[config.mk]
export PLATFORM = sky130hd
export DESIGN_NAME = textmode_console_ctrl
export DESIGN_NICKNAME = d
export VERILOG_FILES = /design/src/rtl/textmode_console_ctrl.sv
export SDC_FILE = /design/constraint.sdc
export NUM_CORES = 1
export LEC_CHECK = 0
export CAP_MARGIN = 20
export CORE_MARGIN = 2
export CORE_UTILIZATION = 50
export DETAILED_ROUTE_END_ITERATION = 16
export PLACE_DENSITY = 0.77
export REMOVE_ABC_BUFFERS = 1
export SLEW_MARGIN = 20
export SYNTH_ARGS = -nofsm -noshare
export SYNTH_HDL_FRONTEND = slang
export SYNTH_SLANG_ARGS = --single-unit
[constraint.sdc]
create_clock -name CLK_SYS -period 2.55 [get_ports CLK_SYS]
set_input_delay 0.765 -clock CLK_SYS [delete_from_list [all_inputs] [get_ports CLK_SYS]]
set_output_delay 0.765 -clock CLK_SYS [all_outputs]
set_load 0.005 [all_outputs]
[src/rtl/textmode_console_ctrl.sv]
// textmode_console_ctrl
// Terminal-style write controller for an 80x60 text-mode character framebuffer.
// Takes bytes from the CPU side over a valid/ready handshake, prints printable
// characters at the cursor, interprets CR/LF/BS/FF, and runs a full-screen
// clear on FF. Every output is a register.
//
// Ports
//   CLK_SYS    system clock, posedge
//   RST        asynchronous reset, active-high
//   CMD_DATA   byte from the CPU interface
//   CMD_VALID  CMD_DATA is valid
//   CMD_READY  a byte is accepted on this cycle's edge when CMD_VALID is high
//   FB_WE      framebuffer write strobe, one cycle per cell
//   FB_ADDR    cell index row*COLS+col
//   FB_DATA    glyph code to write
//   CURSOR_X   current column
//   CURSOR_Y   current row
//   BUSY       high while a byte is being executed or the screen is clearing
module textmode_console_ctrl #(
  parameter int         COLS  = 80,
  parameter int         ROWS  = 60,
  parameter logic [6:0] BLANK = 7'h20
) (
  input  logic        CLK_SYS,
  input  logic        RST,
  input  logic [7:0]  CMD_DATA,
  input  logic        CMD_VALID,
  output logic        CMD_READY,
  output logic        FB_WE,
  output logic [12:0] FB_ADDR,
  output logic [6:0]  FB_DATA,
  output logic [6:0]  CURSOR_X,
  output logic [5:0]  CURSOR_Y,
  output logic        BUSY
);

  localparam logic [12:0] LAST_CELL = 13'(COLS * ROWS - 1);
  localparam logic [6:0]  X_MAX     = 7'(COLS - 1);
  localparam logic [5:0]  Y_MAX     = 6'(ROWS - 1);

  typedef enum logic [1:0] {
    IDLE  = 2'd0,
    EXEC  = 2'd1,
    CLEAR = 2'd2
  } state_t;

  state_t      state_q, state_d;
  logic        ready_q, ready_d;
  logic        we_q, we_d;
  logic [12:0] addr_q, addr_d;
  logic [6:0]  data_q, data_d;
  logic [6:0]  x_q, x_d;
  logic [5:0]  y_q, y_d;
  logic        busy_q, busy_d;
  logic [12:0] cnt_q, cnt_d;
  logic [7:0]  byte_q, byte_d;

  // Row advance with wrap to the top; there is no scrolling.
  function automatic logic [5:0] next_row(input logic [5:0] y);
    return (y == Y_MAX) ? 6'd0 : y + 6'd1;
  endfunction

  function automatic logic [12:0] cell_index(input logic [6:0] x, input logic [5:0] y);
    return 13'(y) * 13'(COLS) + 13'(x);
  endfunction

  always_comb begin
    state_d = state_q;
    ready_d = ready_q;
    we_d    = 1'b0;
    addr_d  = addr_q;
    data_d  = data_q;
    x_d     = x_q;
    y_d     = y_q;
    cnt_d   = cnt_q;
    byte_d  = byte_q;

    case (state_q)
      IDLE: begin
        // Also the path that raises READY after reset and after a clear.
        ready_d = 1'b1;
        if (CMD_VALID && ready_q) begin
          byte_d  = CMD_DATA;
          ready_d = 1'b0;
          state_d = EXEC;
        end
      end

      EXEC: begin
        state_d = IDLE;
        ready_d = 1'b1;
        if (byte_q >= 8'h20 && byte_q <= 8'h7E) begin
          we_d   = 1'b1;
          addr_d = cell_index(x_q, y_q);
          data_d = byte_q[6:0];
          if (x_q == X_MAX) begin
            x_d = 7'd0;
            y_d = next_row(y_q);
          end else begin
            x_d = x_q + 7'd1;
          end
        end else begin
          case (byte_q)
            8'h0D: x_d = 7'd0;
            8'h0A: y_d = next_row(y_q);
            8'h08: if (x_q != 7'd0) x_d = x_q - 7'd1;
            8'h0C: begin
              x_d     = 7'd0;
              y_d     = 6'd0;
              cnt_d   = 13'd0;
              ready_d = 1'b0;
              state_d = CLEAR;
            end
            default: ;
          endcase
        end
      end

      CLEAR: begin
        // READY stays low here; IDLE raises it the cycle after the last strobe.
        we_d   = 1'b1;
        addr_d = cnt_q;
        data_d = BLANK;
        cnt_d  = cnt_q + 13'd1;
        if (cnt_q == LAST_CELL) state_d = IDLE;
      end

      default: state_d = IDLE;
    endcase

    busy_d = (state_d != IDLE);
  end

  always_ff @(posedge CLK_SYS or posedge RST) begin
    if (RST) begin
      state_q <= IDLE;
      ready_q <= 1'b0;
      we_q    <= 1'b0;
      addr_q  <= 13'd0;
      data_q  <= 7'd0;
      x_q     <= 7'd0;
      y_q     <= 6'd0;
      busy_q  <= 1'b0;
      cnt_q   <= 13'd0;
    end else begin
      state_q <= state_d;
      ready_q <= ready_d;
      we_q    <= we_d;
      addr_q  <= addr_d;
      data_q  <= data_d;
      x_q     <= x_d;
      y_q     <= y_d;
      busy_q  <= busy_d;
      cnt_q   <= cnt_d;
    end
  end

  // The latched command byte is only read in EXEC, after a load.
  always_ff @(posedge CLK_SYS) begin
    byte_q <= byte_d;
  end

  assign CMD_READY = ready_q;
  assign FB_WE     = we_q;
  assign FB_ADDR   = addr_q;
  assign FB_DATA   = data_q;
  assign CURSOR_X  = x_q;
  assign CURSOR_Y  = y_q;
  assign BUSY      = busy_q;

endmodule

======== Word-level counts from Yosys, hierarchy flattened ========
Cells that the tools add are included.
Widths: inputs -> output; s select.
word-level totals
  flip-flop bits (word level) ............. 59
  bits in latches ......................... 0
  memory bits (writable) .................. 0
  bits in read-only memories .............. 0
  input port bits ......................... 11
  word-level logic and storage cells ...... 73
  memories kept ........................... 0
cells by class
  add/sub/neg operators ................... 5
  multipliers ............................. 1
  divide/modulo/power cells ............... 0
  magnitude comparators ................... 2
  eq/ne operators ......................... 14
  shift operators ......................... 0
  muxes and demuxes ....................... 26
  bitwise logic cells ..................... 0
  reduce and logical (&&, ||, !) cells .... 15
operators with widths
  kind                   count
  $pmux 13 s2            2
  $mux 13                3
  $eq 8x4->1 const B     4
  $mux 7                 4
  $pmux 7 s2             2
  $mux 6                 3
  $add 13x1->13 const B  1
  $add 13x7->13          1
  $eq 13x13->1 const B   1
  $pmux 6 s2             1
  $mul 6x3->9 const B    1
  $reduce_and 3->1       3
  $ge 8x6->1 const B     1
  $le 8x7->1 const B     1
  $mux 2                 4
  $add 7x1->7 const B    1
  $eq 7x7->1 const B     1
  $reduce_bool 7->1      1
  $sub 7x1->7 const B    1
  $add 6x1->6 const B    1
  $eq 6x6->1 const B     1
  $pmux 2 s3             1
  $reduce_bool 2->1      3
  $reduce_bool 3->1      2
  other kinds (11)       19

======== Depth between registers and ports, before layout ========
Gate-level depths: netlist of run 1.
  word-level depth ........................ 5
  gate-level depth with buffers ........... 10
  depth with buffers taken out ............ 8

======== Least setup slack after synthesis of run 1 ========
OpenSTA, ideal clock, no wires.
  path kind ............................... register -> register
  start point ............................. register y_q[1] (netlist: CURSOR_Y[1])
  end point ............................... register addr_q[10] (netlist: FB_ADDR[10])
  arrival time ............................ 2222 ps
  slack ................................... 203 ps
  stages on the path, launching flop included .. 9
  path buffers ............................ 0
  period minus slack after synthesis ...... 2347 ps
  cells stage by stage .................... dfrtp_1 -> ha_1 -> ha_1 -> fa_1 -> xor2_1 -> and3_1 -> xnor2_1 -> o21ai_0 -> mux2_2
on the way
  cells in the longest elaborated chain, start to end .. 4
RTL lines
  item                    RTL line  RTL
  from (decl)             53        logic [5:0] y_q, y_d;
  from (signal assigned)  152       y_q <= y_d;
  $mul 6x3->9             64        return 13'(y) * 13'(COLS) + 13'(x);
  $add 13x7->13           64
  $mux 13                 92        if (byte_q >= 8'h20 && byte_q <= 8'h7E) begin
  $pmux 13 s2             78        case (state_q)
  to (signal assigned)    149       addr_q <= addr_d;
  to (decl)               50        logic [12:0] addr_q, addr_d;
Every way passes these cells. The select of a mux whose other input is x is not followed.
A chain may end at the register's enable or synchronous reset.

======== Worst setup path in the final report of run 1 ========
Same ends and word-level chain as after synthesis.

==> results.md, run 1 <==
* Status: completed
* Drt first pass iters at 4
* Slew HR at 62.7%
* CP max FO at 3
* Final period util at 91.7%
* Tot GR Track Use at 21.5%
* Final hold viol count at 0
* Final setup TNS at 0 ps
* Main flop type after synthesis: dfrtp_1
* Final nets at 435
* Clk_lat worst skew at 340 ps
* Post-synth EDFFs at 8
* Compound-Gate Fraction of Synth Area at 20.8%
* Deepest clock path buffer count at 2
* Iter 0 DRT Violations at 113
* Post-Synth Adder-Cell Area at 8.39%
* Global-route wire length before repair at 12.6 mm
* Io pins at 47
* RSZ-0062 raised after global routing: false
* Dpl cells at 471
* XOR/XNOR Fraction of Synth Area at 2.53%
* # diodes at 0
* Initial core utilization at 51.2%
* HPWL Detailed at 5.33 mm
* Synthesized instance count at 346
* Die Y at 87.2 um
* I/O Buffers at 46
* Drt drc at 0
* Pwr Density at 426 nW/um^2
* Crit. End Element: flop
* Post-synthesis mux area share at 2.97%
* Average cell area after synthesis at 10.0 sq um
* Final Max Tran Viols at 0
* Async SR Flop Fraction at 86.4%
* Distinct cells, synth at 64
* VDD IR-drop max at 0.000279 V
* Cell area after synthesis at 3460 sq um
* Fmax at 0.428 GHz
* CTS tree: yes
* Post-layout minimum cycle time at 2340 ps
* Die Width at 87.2 um
* Row cnt at 30
* Main combinational cell family by area after synthesis: compound AO/OA/AOI/OAI gates
* CTS root buf: clkbuf_8
* # resized after CTS at 0
* Initial antenna violation count at 0
* FF+latch count, synth at 59
* Worst slew pin tran at 560 ps
* H-tree depth reported by CTS at 3
* Via Count at 2,816
* Crit path arrival time at 2560 ps
* Share of cells above drive strength 1 at 11.1%
* Hold Crit Class: reg -> reg
* Number of hold buffers added after cts at 0
* Via-to-Cell Ratio at 5.78
* Setup Buffers After CTS at 0
* Syn. warnings at 0
* CP startpoint: CURSOR_Y[1]
* Core ar. at 6760 sq um
* Worst setup path end: FB_ADDR[10]
* Register area share after synthesis at 43.8%
* Largest net degree at the start of global routing at 52
* Area delta synth->final at 22.0%
* Setup Skew at 7.73 ps
* Critical R2R Capture: FB_ADDR[10]
* Post-synthesis simple-gate area fraction at 18.2%
* Reg2Reg Launch Point: CURSOR_Y[1]
* GR Overflow Total at 0
* Max Cap Viol at 0
* Routed WL per cell at 15.3 um
* Vias in the first global route at 2,674
* Antenna-violating nets left at 0
* Reg2Reg Setup Slack at 210 ps
* Final setup fails at 0
* Reg clk slew, reported paths at 60 ps
* # clock sinks at 59
* Static Leak at 1.87 nW
* Final wirelength at 7.43 mm
* Placer Congestion at 0.842
* CP startpoint kind: flop
* Non-filler cells, final at 487
* CP Class: reg -> reg
* Worst EP required at 2770 ps
* Number of CTS-inserted buffers at 9
* Worst r2r path cells at 8
* Die area at 7600 sq um
[kinds of logic after synthesis]
kind of cell               count (synthesis)
DFF                                       59
buffers and inverters                     22
xor gates and xnor gates                  10
and+or+nand+nor                          115
muxes                                     10
adders and majority gates                 22
AOI/OAI and AO/OA                        108
[registers in the layout, summed over array words and instances (netlist names)]
register,count
CURSOR_X,7
BUSY,1
FB_WE,1
cnt_q,13
CURSOR_Y,6
FB_ADDR,13
FB_DATA,7
CMD_READY,1
byte_q,8
state_q,2
[metrics by stage]
stage | area [sq um] | worst slack, ps | hold WS, ps | total power, mW | util [%]
final | 4220 | 212 | 475 | 1.80 | 62.4
after detailed placement | 4040 | 203 | 470 | 1.01 | 59.7
after CTS | 4220 | 205 | 484 | 1.81 | 62.4
after floorplan | 3390 | 171 | 473 | 0.983 | -
after global routing | 4220 | 62.4 | 497 | 1.87 | 62.4
after global placement | 4040 | 251 | 460 | 1.01 | 59.7
[cell type report]
type | instances | area, sq um
Clock buffer | 10 | 128
Timing Repair Buffer | 56 | 548
Sequential cell | 59 | 1520
Multi-Input combinational cell | 265 | 1830
Clock inverter | 6 | 56.3
Inverter | 11 | 41.3
Tap cell | 80 | 100
Fill cell | 569 | 2540
[synth_stat cells (all sizes together) (4+ instances only)]
library cell | number | share of area [%]
a21oi | 24 | 3.6
nor2b | 8 | 1.4
and2 | 5 | 0.90
o31ai | 10 | 2.2
xor2 | 5 | 1.3
xnor2 | 5 | 1.3
nand4 | 4 | 0.90
clkbuf | 5 | 0.83
dfrtp | 51 | 37
nor3 | 5 | 0.72
o21ai | 37 | 5.8
o21a | 4 | 0.87
nand3 | 17 | 2.8
inv | 11 | 1.2
a22o | 6 | 1.5
ha | 20 | 7.2
nand2 | 42 | 4.9
edfxtp | 8 | 6.9
mux2i | 8 | 2.3
buf | 6 | 1.2
a31oi | 6 | 1.1
nor2 | 11 | 1.3
a21o | 5 | 1.1
and3 | 8 | 1.6
[placed cells by master (no fill, tap or decap), types with 2 or more instances in the layout]
cell type / n
nand2_1: 39
inv_1: 10
a21oi_1: 23
clkdlybuf4s50_1: 46
a22o_1: 6
nor3_1: 5
clkbuf_8: 9
mux2_2: 2
clkinv_1: 2
o41ai_1: 3
clkinv_2: 2
nand4_1: 3
nor4b_1: 2
nor4_1: 2
ha_1: 20
o21a_1: 4
a21o_1: 5
mux2i_1: 8
fa_1: 2
nor2b_1: 8
buf_4: 9
o221a_2: 2
a31oi_1: 6
o21ai_1: 2
or2_1: 2
o21ai_0: 33
and2_1: 5
edfxtp_1: 8
o31ai_1: 10
nor2_1: 10
xnor2_1: 5
nand2_2: 2
xor2_1: 5
dfrtp_1: 51
and3_1: 6
nand3_1: 16
nand2b_1: 3
[worst min-delay path by stage]
stage	start	end	slack, ps	depth (start not counted)
2_1_floorplan	FB_ADDR[12]	FB_ADDR[12]	470	2
3_3_place_gp	FB_ADDR[6]	FB_ADDR[6]	460	2
3_5_place_dp	FB_ADDR[9]	FB_ADDR[9]	470	2
4_1_cts	FB_ADDR[9]	FB_ADDR[9]	480	2
5_1_grt	FB_ADDR[9]	FB_ADDR[9]	500	2
6_report	FB_ADDR[9]	FB_ADDR[9]	470	2
[critical path, stage by stage, from the launching register on]
cell     delay, ps
dfrtp_1        380
ha_1           300
ha_1           230
fa_1           400
xor2_1         240
and3_1         230
xnor2_1        110
o21ai_0         80
mux2_2         260
[power by group]
group	internal [mW]	switching (mW)	total [mW]
Combinational	0.0166	0.0181	0.0347
Clock	0.443	0.365	0.808
Sequential	0.954	0	0.954
[metal layers]
metal	up-vias	global-route usage, %	routed length [um]
met3	11	6.07	253
met5	-	0	0
li1	1388	-	-
met2	54	36.3	3680
met1	1363	26.7	3360
met4	0	6.57	140
Note: power is estimated with default switching activity, not from simulation.
==> run 2, diff against run 1 <==
CTS_CLUSTER_SIZE = 28   (was default)
==> results of run 2 <==
No change in the layout: final DEF, timing and power equal those of run 1.
==> run 3, diff against run 2 <==
CTS_CLUSTER_DIAMETER = 120   (was default)
==> results of run 3 <==
No change in the layout: final DEF, timing and power equal those of run 1.
==> variant (settings of run 1) <==
Set the parameter `COLS` to 64 (it was 80).
--- a/src/rtl/textmode_console_ctrl.sv
+++ b/src/rtl/textmode_console_ctrl.sv
@@ -17,7 +17,7 @@
 //   CURSOR_Y   current row
 //   BUSY       high while a byte is being executed or the screen is clearing
 module textmode_console_ctrl #(
-  parameter int         COLS  = 80,
+  parameter int         COLS  = 64,
   parameter int         ROWS  = 60,
   parameter logic [6:0] BLANK = 7'h20
 ) (
Check against the original RTL: not equivalent (a bounded check fails within 10 cycles, from zero or initial values and one cycle with RST high).
==> variant against run 1 <==
  * Via count is 0.64% lower
  * Routed wire length decreased by 0.43%
  * Critical path type is now flip-flop to output pin
  * Register-to-register slack better by 0.15 ns
  * First-iteration DRC count up 84%
  * Area after synthesis fell by 6.9%
  * Die area shrank 6.6%
  * Setup slack better by 0.13 ns
  * Critical endpoint is now CURSOR_X[4]
  * Global-route usage increased by 1.2 points
  * Sequential cell count unchanged
  * Utilization increased by 0.44 points
  * Final area fell by 6.4%
Power is not compared: it rests on default switching activity, and its combinational part moved more than twofold at a synthesized area within 25%.
==> variant: results <==
export IMPL_status="complete, no violations"
export IMPL_globalplace_congestion=0.898
export IMPL_grt_first_pass_wirelength_mm=12.7
export IMPL_clockRootBuffer="clkbuf_8"
export IMPL_use_met2_pct=37.1
export IMPL_dr_wl_met3_um=472
export IMPL_first_pass_iters=5
export IMPL_grt_pass1_vias=2613
export IMPL_crit_family="buffers and inverters"
export IMPL_hpwl_mm=5.26
export IMPL_regToRegEndpoint="CURSOR_X[0]$_DFFE_PP0P_"
export IMPL_r2r_slack_ns=0.36
export IMPL_grt_max_degree=52
export IMPL_via_per_inst=5.99
export IMPL_synth_compound_area_share_pct=19.9
export IMPL_grtUsageMet3_pct=4.33
export IMPL_drt_iter0_drc=208
export IMPL_worstReg2RegStart="byte_q[0]$_DFFE_PP_"
export IMPL_cp_arrival_ns=1.44
export IMPL_synth_area_leaders="dfrtp_1, edfxtp_1, o21ai_0"
export IMPL_wl_per_cell_um=15.8
export IMPL_synth_xor_area_share_pct=1.36
export IMPL_min_from="FB_ADDR[4]$_DFFE_PP0P_"
export IMPL_seq_area_frac_synth_pct=47.1
export IMPL_worstMarginPinSlew_ns=0.551
export IMPL_dpl_cell_area_um2=3790
export IMPL_drive_gt1_share_pct=9.23
export IMPL_wl_met2_mm=3.57
export IMPL_crit_slowest_cell="clkdlybuf4s50_1"
export IMPL_min_to="FB_ADDR[4]$_DFFE_PP0P_"
export IMPL_synthTopCellsByCount="dfrtp_1, o21ai_0, nand2_1"
export IMPL_use_met1_pct=29.7
export IMPL_final_nets=409
export IMPL_globalRouteTotalUtil_pct=22.7
export IMPL_diodes=0
export IMPL_crit_path_max_fanout=9
export IMPL_r2r_cells=5
export IMPL_max_stage_delay_ns=0.58
export IMPL_synthAdderAreaFrac_pct=4.28
export IMPL_cts_resized_gates=0
export IMPL_wl_met1_mm=3.21
export IMPL_synth_distinct_cells=60
export IMPL_fin_worst_skew_ns=0.00854
export IMPL_synth_mux_area_share_pct=4.55
variant: per-stage QoR:
stage | instances | hold WS [ns] | util, % | power, W | worst slack, ns
5_1_grt | 467 | 0.497 | 62.9 | 0.00354 | 0.216
2_1_floorplan | 320 | 0.458 | - | 0.00197 | 0.0411
3_5_place_dp | 453 | 0.469 | 60.5 | 0.00260 | 0.409
4_1_cts | 467 | 0.483 | 62.9 | 0.00332 | 0.337
6_report | 467 | 0.477 | 62.9 | 0.00330 | 0.341
3_3_place_gp | 453 | 0.460 | 60.5 | 0.00258 | 0.423
variant: worst max path at each step:
stage | from | endpoint | slack [ns] | depth (start not counted)
CTS | CURSOR_X[4]$_DFFE_PP0P_ | CURSOR_X[4] | 0.34 | 1
global route | byte_q[1]$_DFFE_PP_ | CURSOR_X[0]$_DFFE_PP0P_ | 0.22 | 5
finish | CURSOR_X[4]$_DFFE_PP0P_ | CURSOR_X[4] | 0.34 | 1
global placement | byte_q[1]$_DFFE_PP_ | CURSOR_X[2]$_DFFE_PP0P_ | 0.42 | 5
floorplan | state_q[1]$_DFF_PP0_ | FB_ADDR[11]$_DFFE_PP0P_ | 0.04 | 4
detailed placement | byte_q[1]$_DFFE_PP_ | CURSOR_X[2]$_DFFE_PP0P_ | 0.41 | 5
variant: area by class of cell:
type | instances | area, um2 | area share (%)
repair buffers | 56 | 548 | 13.9
multi-input cells | 251 | 1600 | 40.4
inverters | 10 | 37.5 | 0.951
well taps | 77 | 96.3 | 2.44
flip-flops and latches | 59 | 1520 | 38.4
clock buffers | 14 | 153 | 3.87
variant: cell families after synthesis:
logic type,after synthesis
AND/OR/NAND/NOR,123
adder cells (fa/ha/maj),11
multiplexers,14
flip-flops,59
AO/OA/AOI/OAI,98
XOR/XNOR,5
buffers and inverters,27
